$ cat config.mk
export PLATFORM = sky130hd
export DESIGN_NAME = sent_rx
export DESIGN_NICKNAME = d
export VERILOG_FILES = /design/src/rtl/sent_rx.sv
export SDC_FILE = /design/constraint.sdc
export NUM_CORES = 1
export LEC_CHECK = 0
export ABC_AREA = 1
export BUFFER_PORTS_ARGS = -buffer_cell sky130_fd_sc_hd__buf_2
export CORE_MARGIN = 8
export CORE_UTILIZATION = 40
export DETAILED_ROUTE_END_ITERATION = 8
export GPL_TIMING_DRIVEN = 0
export PLACE_DENSITY_LB_ADDON = 0.25
export SLEW_MARGIN = 25
export SYNTH_ARGS = -nofsm -noshare
export SYNTH_HDL_FRONTEND = slang
export SYNTH_SLANG_ARGS = --single-unit
$ cat constraint.sdc
create_clock -name clk -period 3.04 [get_ports clk]
set_input_delay 0 -clock clk [delete_from_list [all_inputs] [get_ports clk]]
set_output_delay 0 -clock clk [all_outputs]
set_load 0.02 [all_outputs]
$ cat src/rtl/sent_rx.sv
// sent_rx: single-channel SENT (SAE J2716) receiver/decoder.
// It measures the interval between falling edges in ticks, classifies each
// interval as sync or nibble, and presents every completed frame as a
// one-cycle strobe.
// Optional CRC checking is enabled by defining SENT_RX_CRC_CHECK_EN.
//
// state     | meaning
// ----------+------------------------------------------------------------
// ST_HUNT   | idle or timed out; the first falling edge starts timing
// ST_SYNC   | waiting for a 56-tick sync interval; pauses are ignored here
// ST_STATUS | expecting the status/comm nibble
// ST_DATA   | collecting data nibbles, first nibble ends up in the MSBs
// ST_CRC    | expecting the CRC nibble that completes the frame
module sent_rx #(
    parameter int CLK_FREQ     = 100000000,
    parameter int DATA_NIBBLES = 6
) (
    input  logic                      clk,
    input  logic                      rst_n,
    input  logic                      sent_in,
    input  logic [7:0]                cfg_ctick_len,
    input  logic                      cfg_crc_mode,
    output logic                      rx_valid,
    output logic [3:0]                rx_status,
    output logic [4*DATA_NIBBLES-1:0] rx_data,
    output logic [3:0]                rx_crc,
    output logic                      rx_crc_err,
    output logic                      rx_frame_err
);
    localparam int         DW       = 4 * DATA_NIBBLES;
    localparam int         CLK_MHZ  = CLK_FREQ / 1000000;
    localparam logic [2:0] LAST_NIB = 3'(DATA_NIBBLES - 1);

    typedef enum logic [2:0] {
        ST_HUNT,
        ST_SYNC,
        ST_STATUS,
        ST_DATA,
        ST_CRC
    } state_t;

    state_t        state, state_nxt;
    logic          sync_a, sync_b, sync_prev, fall;
    logic [7:0]    ctick_clamped;
    logic [13:0]   tick_clks_cfg, tick_clks, presc;
    logic [9:0]    tick_cnt;
    logic [10:0]   ticks;
    logic          round_up, is_sync, is_nib, timeout;
    logic [3:0]    nib;
    logic [2:0]    nib_cnt;
    logic [3:0]    status_sh;
    logic [DW-1:0] data_sh;
    logic          crc_match;
    logic          valid_nxt, crc_err_nxt, frame_err_nxt, frame_done;

    // Synchronize the line, keep the previous sample, register the falling edge
    always_ff @(posedge clk or negedge rst_n) begin
        if (!rst_n) begin
            sync_a    <= 1'b0;
            sync_b    <= 1'b0;
            sync_prev <= 1'b0;
            fall      <= 1'b0;
        end else begin
            sync_a    <= sent_in;
            sync_b    <= sync_a;
            sync_prev <= sync_b;
            fall      <= sync_prev & ~sync_b;
        end
    end

    // Clamp the configured tick length to the legal 3..90 us window
    always_comb begin
        ctick_clamped = cfg_ctick_len;
        if (cfg_ctick_len < 8'd3) begin
            ctick_clamped = 8'd3;
        end else if (cfg_ctick_len > 8'd90) begin
            ctick_clamped = 8'd90;
        end
    end

    assign tick_clks_cfg = 14'(32'(ctick_clamped) * CLK_MHZ);

    // Tick length is sampled only while hunting; prescaler and tick counter
    // restart on every falling edge so each interval is measured from zero
    always_ff @(posedge clk or negedge rst_n) begin
        if (!rst_n) begin
            tick_clks <= 14'(3 * CLK_MHZ);
            presc     <= '0;
            tick_cnt  <= '0;
        end else begin
            if (state == ST_HUNT) begin
                tick_clks <= tick_clks_cfg;
            end
            if (fall) begin
                presc    <= '0;
                tick_cnt <= '0;
            end else if (presc >= tick_clks - 14'd1) begin
                presc <= '0;
                if (tick_cnt != 10'h3FF) begin
                    tick_cnt <= tick_cnt + 10'd1;
                end
            end else begin
                presc <= presc + 14'd1;
            end
        end
    end

    // Round the partial tick to nearest so +/- half a tick is tolerated
    assign round_up = (presc >= (tick_clks >> 1));
    assign ticks    = {1'b0, tick_cnt} + {10'd0, round_up};
    assign is_sync  = (ticks >= 11'd55) && (ticks <= 11'd57);
    assign is_nib   = (ticks >= 11'd12) && (ticks <= 11'd27);
    assign nib      = ticks[3:0] - 4'd12;
    assign timeout  = (tick_cnt == 10'h3FF);

`ifdef SENT_RX_CRC_CHECK_EN
    logic [3:0] crc_run, crc_final;

    function automatic logic [3:0] crc_step(input logic [3:0] c);
        logic [3:0] r;
        case (c)
            4'd0:    r = 4'd0;
            4'd1:    r = 4'd13;
            4'd2:    r = 4'd7;
            4'd3:    r = 4'd10;
            4'd4:    r = 4'd14;
            4'd5:    r = 4'd3;
            4'd6:    r = 4'd9;
            4'd7:    r = 4'd4;
            4'd8:    r = 4'd1;
            4'd9:    r = 4'd12;
            4'd10:   r = 4'd6;
            4'd11:   r = 4'd11;
            4'd12:   r = 4'd15;
            4'd13:   r = 4'd2;
            4'd14:   r = 4'd8;
            default: r = 4'd5;
        endcase
        return r;
    endfunction

    // Running CRC over data nibbles only; reseeded when the status nibble lands
    always_ff @(posedge clk or negedge rst_n) begin
        if (!rst_n) begin
            crc_run <= 4'h5;
        end else if (fall && is_nib) begin
            if (state == ST_STATUS) begin
                crc_run <= 4'h5;
            end else if (state == ST_DATA) begin
                crc_run <= nib ^ crc_step(crc_run);
            end
        end
    end

    assign crc_final = cfg_crc_mode ? crc_step(crc_run) : crc_run;
    assign crc_match = (nib == crc_final);
`else
    logic crc_mode_unused;
    assign crc_mode_unused = cfg_crc_mode;
    assign crc_match       = 1'b1;
`endif

    // State register
    always_ff @(posedge clk or negedge rst_n) begin
        if (!rst_n) begin
            state <= ST_HUNT;
        end else begin
            state <= state_nxt;
        end
    end

    // Next state and strobe decisions; a fall wins over a simultaneous timeout
    always_comb begin
        state_nxt     = state;
        valid_nxt     = 1'b0;
        crc_err_nxt   = 1'b0;
        frame_err_nxt = 1'b0;
        frame_done    = 1'b0;
        if (fall) begin
            case (state)
                ST_HUNT: state_nxt = ST_SYNC;
                ST_SYNC: begin
                    if (is_sync) begin
                        state_nxt = ST_STATUS;
                    end
                end
                ST_STATUS: begin
                    if (is_nib) begin
                        state_nxt = ST_DATA;
                    end else begin
                        frame_err_nxt = 1'b1;
                        state_nxt     = ST_SYNC;
                    end
                end
                ST_DATA: begin
                    if (is_nib) begin
                        if (nib_cnt == LAST_NIB) begin
                            state_nxt = ST_CRC;
                        end
                    end else begin
                        frame_err_nxt = 1'b1;
                        state_nxt     = ST_SYNC;
                    end
                end
                ST_CRC: begin
                    state_nxt = ST_SYNC;
                    if (is_nib) begin
                        frame_done = 1'b1;
                        if (crc_match) begin
                            valid_nxt = 1'b1;
                        end else begin
                            crc_err_nxt = 1'b1;
                        end
                    end else begin
                        frame_err_nxt = 1'b1;
                    end
                end
                default: state_nxt = ST_HUNT;
            endcase
        end else if (timeout && (state != ST_HUNT)) begin
            state_nxt     = ST_HUNT;
            frame_err_nxt = (state == ST_STATUS) || (state == ST_DATA) ||
                            (state == ST_CRC);
        end
    end

    // Collect status and data nibbles as they arrive
    always_ff @(posedge clk or negedge rst_n) begin
        if (!rst_n) begin
            status_sh <= '0;
            data_sh   <= '0;
            nib_cnt   <= '0;
        end else if (fall && is_nib) begin
            if (state == ST_STATUS) begin
                status_sh <= nib;
                nib_cnt   <= '0;
            end else if (state == ST_DATA) begin
                data_sh <= DW'({data_sh, nib});
                nib_cnt <= nib_cnt + 3'd1;
            end
        end
    end

    // Output strobes and frame fields; fields hold until the next frame completes
    always_ff @(posedge clk or negedge rst_n) begin
        if (!rst_n) begin
            rx_valid     <= 1'b0;
            rx_crc_err   <= 1'b0;
            rx_frame_err <= 1'b0;
            rx_status    <= '0;
            rx_data      <= '0;
            rx_crc       <= '0;
        end else begin
            rx_valid     <= valid_nxt;
            rx_crc_err   <= crc_err_nxt;
            rx_frame_err <= frame_err_nxt;
            if (frame_done) begin
                rx_status <= status_sh;
                rx_data   <= data_sh;
                rx_crc    <= nib;
            end
        end
    end

endmodule

==> flow_metrics.tcl, run 1 <==
set metrics [dict create \
    status "finished with violations" \
    violations "setup timing" \
    drv_slew 0 \
    r2r.worst_path.cells 23 \
    insertedDiodeCount 0 \
    ys_ff_latch 108 \
    drcViolationCount 0 \
    fillCellCount 1391 \
    synth_edf_count 0 \
    ir_drop_uv 297 \
    die_w_um 141 \
    num_vias 5089 \
    grt_pass1_vias 4816 \
    rsz0062_at_grt "yes" \
    grt_overflow 0 \
    synth_ff_type "dfrtp_1" \
    synthDistinctLibCells 39 \
    slowest_delay_ns 0.56 \
    crit_fanout 6 \
    grt_max_degree 60 \
    timing.critical_path.buf_inv 4 \
    start_util 0.411 \
    async_flop_share 1.00 \
    grt_usage 0.143 \
    rr_endpoint "data_sh[11]" \
    layout_setup_ws_ns -0.401 \
    multi_input_area_um2 3690 \
    num_rows 45 \
    whs_ns 0.0325 \
    syn_inst 748 \
    cts_tree "built" \
    min_period_ns 3.44 \
    cts_max_level 3 \
    core_um2 15200 \
    fin_area_um2 8200 \
    io_pins 47 \
    tightest_slew_ns 1.11 \
    vias_per_cell 4.90 \
    worstSetupPathType "flip-flop to flip-flop" \
    setup_tns_ns -21.64 \
    relSlewSlack 0.255 \
    die_h_um 141 \
    synth_warnings 0 \
    power_leakage_nw 3.94 \
    startpoint_type "flip-flop" \
    seq_area_frac_synth 0.434 \
    hold_violations 0 \
    crit_path_cell_trace "inv_4, ha_4, nand4_1, o221ai_2, nand3_1, nand4_1, ha_4, nand3_4, xor2_4, ha_4, inv_2, nor2_2, a21oi_1, nand3_1, nand2_2, nor2_4, nand2_2, nor2_4, buf_6, nand2_8, clkbuf_16, nand2_2, o21ai_1" \
    finalCritPeriodShare 1.13 \
    r2r_start "tick_clks[5]" \
    whs_path_depth 5 \
    die_area_um2 19900 \
    cts.sinks 108 \
    rrSetupSlack_ns -0.40 \
    wire_per_inst_um 13.9 \
    drtPass1Iterations 4 \
    hp-class "primary input to flip-flop" \
    cap_viol_max_count 0 \
    required_ns 3.29 \
    syn_area_um2 6240 \
    dpl-instance-area_um2 6850 \
    worstSkewPairLatency_ns 0.36 \
    hpwl_um 9650 \
    arrival_ns 3.69 \
    area_delta_synth_final_pct 31.3 \
    portBuffers 44 \
    postSynthAreaPerCell_um2 8.35 \
    power_mw 4.22 \
    drive_gt1_frac 0.324 \
    clk_pin_slew_ns 0.08 \
    hp-start "cfg_ctick_len[2]" \
    timing.fmax_mhz 291 \
    clock_skew_ns 0.00999 \
    crit_path_top_delay_cell "dfstp_2" \
    clk_path_buf_depth 2 \
    wl_um 14400 \
    gp_congestion 0.812 \
    powerDensity_nw_per_um2 515 \
    setup_viol_count_final 68 \
    min_to "tick_clks[4]" \
    ant_nets 0 \
    drt_iter0_drc 193 \
    cts_root_buf "clkbuf_16" \
    cp_top_family "simple AND/OR/NAND/NOR gates" \
    fin_nets 920 \
    register_area_um2 2710 \
    antenna_found_initial 0 \
    cts_made_buffers 9 \
    cp-end-kind "flip-flop" \
    grt_pass1_wl_um 23300 \
]
registers in the layout, indices dropped and copies added, names as in the netlist:
signal and count:
data_sh 24, fall 1, nib_cnt 3, presc 14, rx_crc 4, rx_data 24
rx_frame_err 1, rx_status 4, rx_valid 1, state 3, status_sh 4, sync_a 1
sync_b 1, sync_prev 1, tick_clks 12, tick_cnt 10
how the worst max path moves through the flow:
stage / start / to / slack [ns] / cells past startpoint
floorplan: tick_clks[5] / rx_crc[0] / -0.05 / 23
global placement: presc[11] / rx_status[0] / -0.68 / 22
detailed placement: presc[11] / rx_status[2] / -0.67 / 22
CTS: tick_clks[12] / rx_crc[0] / -0.43 / 24
global route: tick_clks[5] / data_sh[11] / -0.58 / 23
finish: tick_clks[5] / data_sh[11] / -0.40 / 23
layer usage:
| layer | part of all wire | track usage | vias up |
|---|---|---|---|
| li1 | - | - | 2637 |
| met1 | 0.47 | 0.194 | 2378 |
| met2 | 0.48 | 0.222 | 61 |
| met3 | 0.032 | 0.0287 | 13 |
| met4 | 0.019 | 0.0492 | 0 |
| met5 | 0 | 0 | - |
synth_stat cells, types with 3 or more instances:
| cell type | count | share of area |
|---|---|---|
| nand4_1 | 13 | 0.013 |
| inv_1 | 92 | 0.055 |
| a31oi_1 | 5 | 0.0050 |
| dfstp_2 | 4 | 0.017 |
| nor3_1 | 14 | 0.011 |
| dfrtp_1 | 104 | 0.42 |
| nor2_4 | 3 | 0.0054 |
| nand2_2 | 7 | 0.0070 |
| o21ai_2 | 4 | 0.0056 |
| nor2_1 | 48 | 0.029 |
| or2_2 | 7 | 0.0070 |
| nand3_1 | 35 | 0.028 |
| o21ai_0 | 61 | 0.049 |
| fa_1 | 3 | 0.0096 |
| nor2_2 | 3 | 0.0030 |
| ha_1 | 60 | 0.12 |
| nand2_1 | 179 | 0.11 |
| buf_6 | 4 | 0.0072 |
| xnor2_1 | 5 | 0.0070 |
| buf_2 | 7 | 0.0056 |
| a21oi_1 | 22 | 0.018 |
| o21ai_1 | 20 | 0.016 |
| clkbuf_1 | 8 | 0.0048 |
| xor2_1 | 21 | 0.029 |
through the flow:
| stage | cells | setup slack, ns | util |
|---|---|---|---|
| 4_1_cts | 1020 | -0.431 | 0.489 |
| 6_report | 1038 | -0.401 | 0.539 |
| 3_5_place_dp | 982 | -0.670 | 0.450 |
| 5_1_grt | 1038 | -0.580 | 0.539 |
| 3_3_place_gp | 981 | -0.684 | 0.448 |
| 2_1_floorplan | 749 | -0.0508 | - |
report_power, final:
part	switching, mW	total [mW]	internal (mW)
registers	0.105	1.67	1.57
clock network	0.589	1.17	0.577
logic	0.800	1.39	0.585
timing repair:
item | CTS | global route
cloned | 2 | 9
endpoints found under the hold margin | 55 | 0
resized for setup | 47 | 170
buffers inserted | 18 | 9
hold buffers | 2 | 0
endpoints found under the setup margin | 88 | 93
pin swaps | 9 | 25
area by class of cell:
class / instances / area share
well taps: 188 / 0.0287
clock inverters: 7 / 0.00824
repair buffers: 83 / 0.0838
multi-input cells: 527 / 0.450
inverters: 94 / 0.0452
repair inverters: 1 / 0.00107
plain buffers: 21 / 0.0247
clock buffers: 9 / 0.0275
flip-flops and latches: 108 / 0.331
tightest hold or removal path, delay by kind of cell:
kind	cells	cell delay, ns
buf+inv	2	0.16
simple gates	2	0.11
compound gates	1	0.06
layout by cell type (no fill, tap or decap), types with 20 or more instances in the layout:
| cell type | n |
|---|---|
| nand2_1 | 113 |
| dfrtp_1 | 102 |
| inv_1 | 82 |
| nand2_2 | 54 |
| buf_2 | 48 |
| ha_1 | 48 |
| nor2_1 | 44 |
| o21ai_1 | 36 |
| nand3_1 | 31 |
| o21ai_0 | 29 |
| buf_4 | 24 |
| xor2_1 | 20 |
| o21ai_2 | 20 |
logic make-up (layout without fill, tap and decap cells):
kind of cell               after synthesis  count (layout)  share of synthesized area
DFF                                    108             108                      0.434
AOI/OAI and AO/OA                      120             120                      0.103
and+or+nand+nor                        313             314                      0.216
xor gates and xnor gates                27              27                     0.0391
other                                    2               3                    0.00120
buffers and inverters                  115             215                     0.0768
adders and majority gates               63              63                      0.130
No activity file was read; power rests on OpenSTA's default activity.
==> run 2, diff against run 1 <==
Settings changed: CORE_ASPECT_RATIO from default to 0.6.
==> run 2 against run 1 <==
Net effect: the flow still finishes with violations (setup timing); wire length rose by 4.4%; non-clock buffer count fell by 7; setup slack got worse by 0.14 ns; sequential power about the same; total power is 1.4% higher.
==> flow_metrics.tcl, run 2 (same netlist as run 1, synthesis figures left out) <==
set metrics [dict create \
    drt_iter0_drc 362 \
    num_rows 35 \
    required_ns 3.26 \
    drtPass1Iterations 5 \
    r2r_start "tick_clks[3]" \
    swShare 0.345 \
    use_met1 0.250 \
    worstSetupPathType "flip-flop to flip-flop" \
    grt_use_met2 0.187 \
    cpMostUsedCell "ha_4" \
    hold_violations 0 \
    area_delta_synth_final_pct 29.0 \
    grt_usage 0.150 \
    clk_path_buf_depth 2 \
    fillCellCount 1403 \
    grt_overflow 0 \
    clk_pin_slew_ns 0.08 \
    fin_nets 912 \
    cts_max_level 3 \
    clock_skew_ns 0.00868 \
    drive_gt1_frac 0.287 \
    min_period_ns 3.58 \
    start_util 0.407 \
    powerDensity_nw_per_um2 532 \
    wl_um 15000 \
    internal-power_mw 2.80 \
    multi_input_area_um2 3610 \
    cts_tree "built" \
    tightest_slew_ns 0.821 \
    cap_viol_max_count 0 \
    cts_root_buf "clkbuf_16" \
    gp_congestion 0.776 \
    drcViolationCount 0 \
    portBuffers 44 \
    p_comb_frac 0.321 \
    grt_pass1_wl_um 24400 \
    met3_usage 0.0369 \
    mostFrequentLayoutCell "nand2_1" \
    vias_per_cell 4.87 \
    hp-start "cfg_ctick_len[2]" \
    register_area_um2 2710 \
    arrival_ns 3.80 \
    relSlewSlack 0.449 \
    clkPwrFrac 0.286 \
    startpoint_type "flip-flop" \
    hpwl_um 10700 \
    drv_slew 0 \
    power_leakage_nw 3.85 \
    cts_made_buffers 9 \
    worstSkewPairLatency_ns 0.35 \
    crit_path_cell_trace "inv_4, ha_4, nand4_1, nor3_2, nand2_1, nand4_1, ha_4, nand3_4, xor2_4, ha_4, inv_2, nor2_2, a21oi_2, nand3_1, nand2_2, nor2_4, nand2_2, nor2_4, buf_6, nand2_8, buf_6, nand2_1, o21ai_0" \
    power_frac_seq 0.393 \
    rsz0062_at_grt "yes" \
    core_um2 15300 \
    largestRegisters "data_sh (24), rx_data (24), presc (14)" \
    ant_nets 0 \
    cp-startpoint "tick_clks[3]" \
    hp-class "primary input to flip-flop" \
    die_w_um 177 \
    finalCritPeriodShare 1.18 \
    violations "setup timing" \
    slowest_delay_ns 0.55 \
    insertedDiodeCount 0 \
    wire_per_inst_um 14.4 \
    setup_viol_count_final 78 \
    cts.sinks 108 \
    layout_common_cells "nand2_1 (132), dfrtp_1 (103), inv_1 (82), ha_1 (48), buf_2 (46)" \
    crit_fanout 10 \
    status "finished with violations" \
    timing.fmax_mhz 279 \
    io_pins 47 \
    p_sw_mw 1.48 \
    antenna_found_initial 0 \
    top_usage_layer "met1" \
    pre_cts_slack_ns -0.683 \
    power_mw 4.28 \
    ir_drop_uv 312 \
    num_vias 5089 \
    cp-end-kind "flip-flop" \
    die_h_um 113 \
    die_area_um2 20000 \
    grt_pass1_vias 4740 \
    layout_setup_ws_ns -0.539 \
    crit_path_top_delay_cell "dfstp_2" \
    grt_max_degree 74 \
]
==> run 2: cell count changes in the layout (fill, tap and decap cells not counted), sizes merged <==
cell,previous run,this run
inv,97,96
clkbuf,20,21
nand2,187,186
clkinvlp,2,0
buf,91,84
bufinv,0,1
==> run 2: power groups by stage <==
stage                     registers [mW]  clock network [mW]  logic (mW)
after floorplan                     1.68                   0       0.867
after global placement              1.70                   0        1.11
after detailed placement            1.71                   0        1.13
after CTS                           1.68                1.25        1.30
after global routing                1.70                1.32        1.58
final                               1.68                1.23        1.37
==> run 2: worst paths after layout <==
kind                                end  slack (ns)  depth (start not counted)
max                         data_sh[20]       -0.54                         23
min                        tick_clks[4]        0.06                          5
max reg2reg                 data_sh[20]       -0.54                         23
min reg2reg                      sync_b        0.35                          0
max in group asynchronous   data_sh[15]        2.26                          3
min in group asynchronous  rx_status[3]        0.11                          2
==> run 2: per-layer routing <==
| layer | wire length, um | part of all wire |
|---|---|---|
| met5 | 0 | 0 |
| met4 | 82 | 0.0055 |
| met3 | 741 | 0.049 |
| met2 | 5670 | 0.38 |
| met1 | 8530 | 0.57 |
==> run 2: per-stage QoR <==
step	cell area (um^2)	utilization	hold slack [ns]	instances	TNS [ns]
2_1_floorplan	6360	-	-0.296	749	-1.08
3_3_place_gp	6830	0.446	0.109	996	-47.37
3_5_place_dp	6860	0.448	-0.0788	997	-50.03
4_1_cts	7590	0.495	0.0577	1034	-31.85
5_1_grt	8050	0.525	0.0877	1044	-54.07
6_report	8050	0.525	0.0633	1044	-34.29
==> run 2: cell type report <==
class	count	area share
Tap cell	203	0.0315
Inverter	94	0.0454
Clock buffer	10	0.0297
Clock inverter	5	0.00870
Multi-Input combinational cell	526	0.449
Sequential cell	108	0.336
Timing Repair inverter	1	0.00140
Buffer	21	0.0249
Timing Repair Buffer	76	0.0733
==> run 2: repair_timing <==
action                                 CTS  global route
cloned                                   3             3
gates resized for setup                 68           112
pin swaps                               13            22
endpoints found under the hold margin  109             0
buffers inserted                        17             8
hold buffers                             2             0
setup endpoints to repair               92            95
==> run 2: worst max-delay path: cells and delay by family, from the launching register on <==
kind                       cells  cell delay (ns)
adders and majority gates      3             0.62
and+or+nand+nor               13             1.52
AOI/OAI and AO/OA              2             0.12
xor gates and xnor gates       1             0.23
buffers and inverters          4             0.42
DFF                            1             0.55
==> run 3, diff against run 2 <==
Settings changed: SETUP_SLACK_MARGIN from default to 0.3.
==> run 3 against run 2 <==
Net effect: the flow still finishes with violations (setup timing); total power increased by 1.5%; global-route usage up 0.080 points; clock-buffer cell count decreased by 1; non-clock buffer count grew 6; first-iteration DRC count down 0.55%; highest routed layer unchanged.
==> flow_metrics.tcl, run 3 (same netlist as run 1, synthesis figures left out) <==
set metrics [dict create \
    internal-power_mw 2.83 \
    start_util 0.407 \
    wl_met3_um 690 \
    wl_um 14900 \
    layout_common_cells "nand2_1 (131), dfrtp_1 (103), inv_1 (78), ha_1 (45), buf_2 (43)" \
    grt_pass1_wl_um 24500 \
    r2r.worst_path.cells 25 \
    cts_root_buf "clkbuf_16" \
    fillCellCount 1409 \
    grt_overflow 0 \
    timing.fmax_mhz 285 \
    tightest_slew_ns 0.769 \
    hpwl_um 10700 \
    hp-class "primary input to flip-flop" \
    drive_gt1_frac 0.310 \
    p_sw_mw 1.51 \
    cts.sinks 108 \
    grt_usage 0.151 \
    wl_met2_um 5730 \
    p_comb_frac 0.331 \
    register_area_um2 2710 \
    power_leakage_nw 3.89 \
    gp_congestion 0.782 \
    wire_per_inst_um 14.2 \
    relSlewSlack 0.484 \
    mostFrequentLayoutCell "nand2_1" \
    num_rows 35 \
    insertedDiodeCount 0 \
    startpoint_type "flip-flop" \
    die_h_um 113 \
    grt_pass1_vias 4789 \
    highest_layer "met4" \
    area_delta_synth_final_pct 30.5 \
    final_cells 1051 \
    clkPwrFrac 0.282 \
    fin_nets 918 \
    drcViolationCount 0 \
    cts_tree "built" \
    finalCritPeriodShare 1.16 \
    clock_skew_ns 0.0108 \
    io_pins 47 \
    crit_fanout 6 \
    clk_pin_slew_ns 0.08 \
    portBuffers 44 \
    status "finished with violations" \
    layout_setup_ws_ns -0.473 \
    grt_max_degree 59 \
    min_period_ns 3.51 \
    utilization 0.532 \
    multi_input_area_um2 3680 \
    ant_nets 0 \
    wl_met1_um 8390 \
    placed_cells 997 \
    antenna_found_initial 0 \
    die_area_um2 20000 \
    drtPass1Iterations 5 \
    die_w_um 177 \
    worstSetupPathType "flip-flop to flip-flop" \
    clk_path_buf_depth 2 \
    ir_drop_uv 291 \
    vias_per_cell 4.80 \
    drv_slew 0 \
    cts_max_level 3 \
    setup_viol_count_final 78 \
    cts_made_buffers 9 \
    violations "setup timing" \
    power_mw 4.35 \
    num_vias 5047 \
    rsz0062_at_grt "yes" \
    swShare 0.348 \
    hold_violations 0 \
    arrival_ns 3.74 \
    power_frac_seq 0.387 \
    largestRegisters "data_sh (24), rx_data (24), presc (14)" \
    core_um2 15300 \
    whs_path_depth 5 \
    drt_iter0_drc 360 \
    cap_viol_max_count 0 \
    required_ns 3.27 \
    powerDensity_nw_per_um2 533 \
    cp-end-kind "flip-flop" \
    worstSkewPairLatency_ns 0.35 \
]
[run 3: cell type report]
class                      count  share of cell area
tap                          203              0.0312
buffer                        21              0.0230
timing repair inverter         1             0.00200
clock inverter                 7             0.00998
timing repair buffer          82              0.0758
multi-input combinational    526               0.452
clock buffer                   9              0.0276
sequential                   108               0.332
inverter                      94              0.0458
[run 3: path summary, 6_finish.rpt]
check	start	endpoint	slack (ns)
worst min register to register	sync_a	sync_b	0.35
max in group asynchronous	rst_n	tick_clks[2]	2.14
worst max-delay path	tick_clks[3]	rx_data[5]	-0.47
worst min-delay path	cfg_ctick_len[1]	tick_clks[3]	0.01
worst max register to register	tick_clks[3]	rx_data[5]	-0.47
min in group asynchronous	rst_n	rx_status[3]	0.19
[run 3: metal layers]
layer,global-route usage,vias up
met3,0.0263,5
met2,0.192,72
met1,0.250,2343
met4,0.0343,0
li1,-,2627
met5,0,-
[run 3: worst max-delay path, cell delays in order, from the launching register on]
cell      delay (ns)
dfstp_2         0.55
inv_4           0.04
ha_4            0.23
nand4_1         0.10
o221ai_2        0.13
nand3_1         0.10
nand4_1         0.25
ha_4            0.29
ha_4            0.17
inv_2           0.06
nand2_4         0.06
nand2_8         0.09
ha_4            0.13
inv_2           0.03
nor2_2          0.08
a21oi_2         0.04
nand3_1         0.10
nand2_2         0.07
nor2_4          0.12
nand2_2         0.09
nor2_4          0.12
nand2_2         0.09
buf_8           0.16
buf_12          0.15
nand2_1         0.07
o21ai_1         0.07
[run 3: power groups by stage]
stage                     combinational, mW  sequential [mW]  clock [mW]
after floorplan                       0.915             1.68           0
after global placement                 1.16             1.71           0
after detailed placement               1.18             1.71           0
after CTS                              1.35             1.68        1.26
after global routing                   1.65             1.70        1.31
final                                  1.44             1.68        1.22
[run 3: stage by stage]
| step | worst slack, ns | area [um^2] | TNS [ns] | hold slack, ns |
|---|---|---|---|---|
| final | -0.473 | 8150 | -29.27 | 0.0104 |
| after global routing | -0.661 | 8150 | -49.18 | 0.0489 |
| after CTS | -0.509 | 7670 | -32.74 | 0.0380 |
| after detailed placement | -0.687 | 6990 | -48.02 | 0.0206 |
| after global placement | -0.654 | 6950 | -44.48 | 0.108 |
| after floorplan | -0.0747 | 6480 | -1.73 | -0.296 |
[run 3: what timing repair did]
item / in CTS / in global routing
pin swaps: 22 / 45
buffers inserted: 24 / 9
endpoints found under the hold margin: 56 / 0
cloned: 1 / 2
hold buffers: 2 / 0
resized for setup: 49 / 100
setup endpoints to repair: 94 / 95
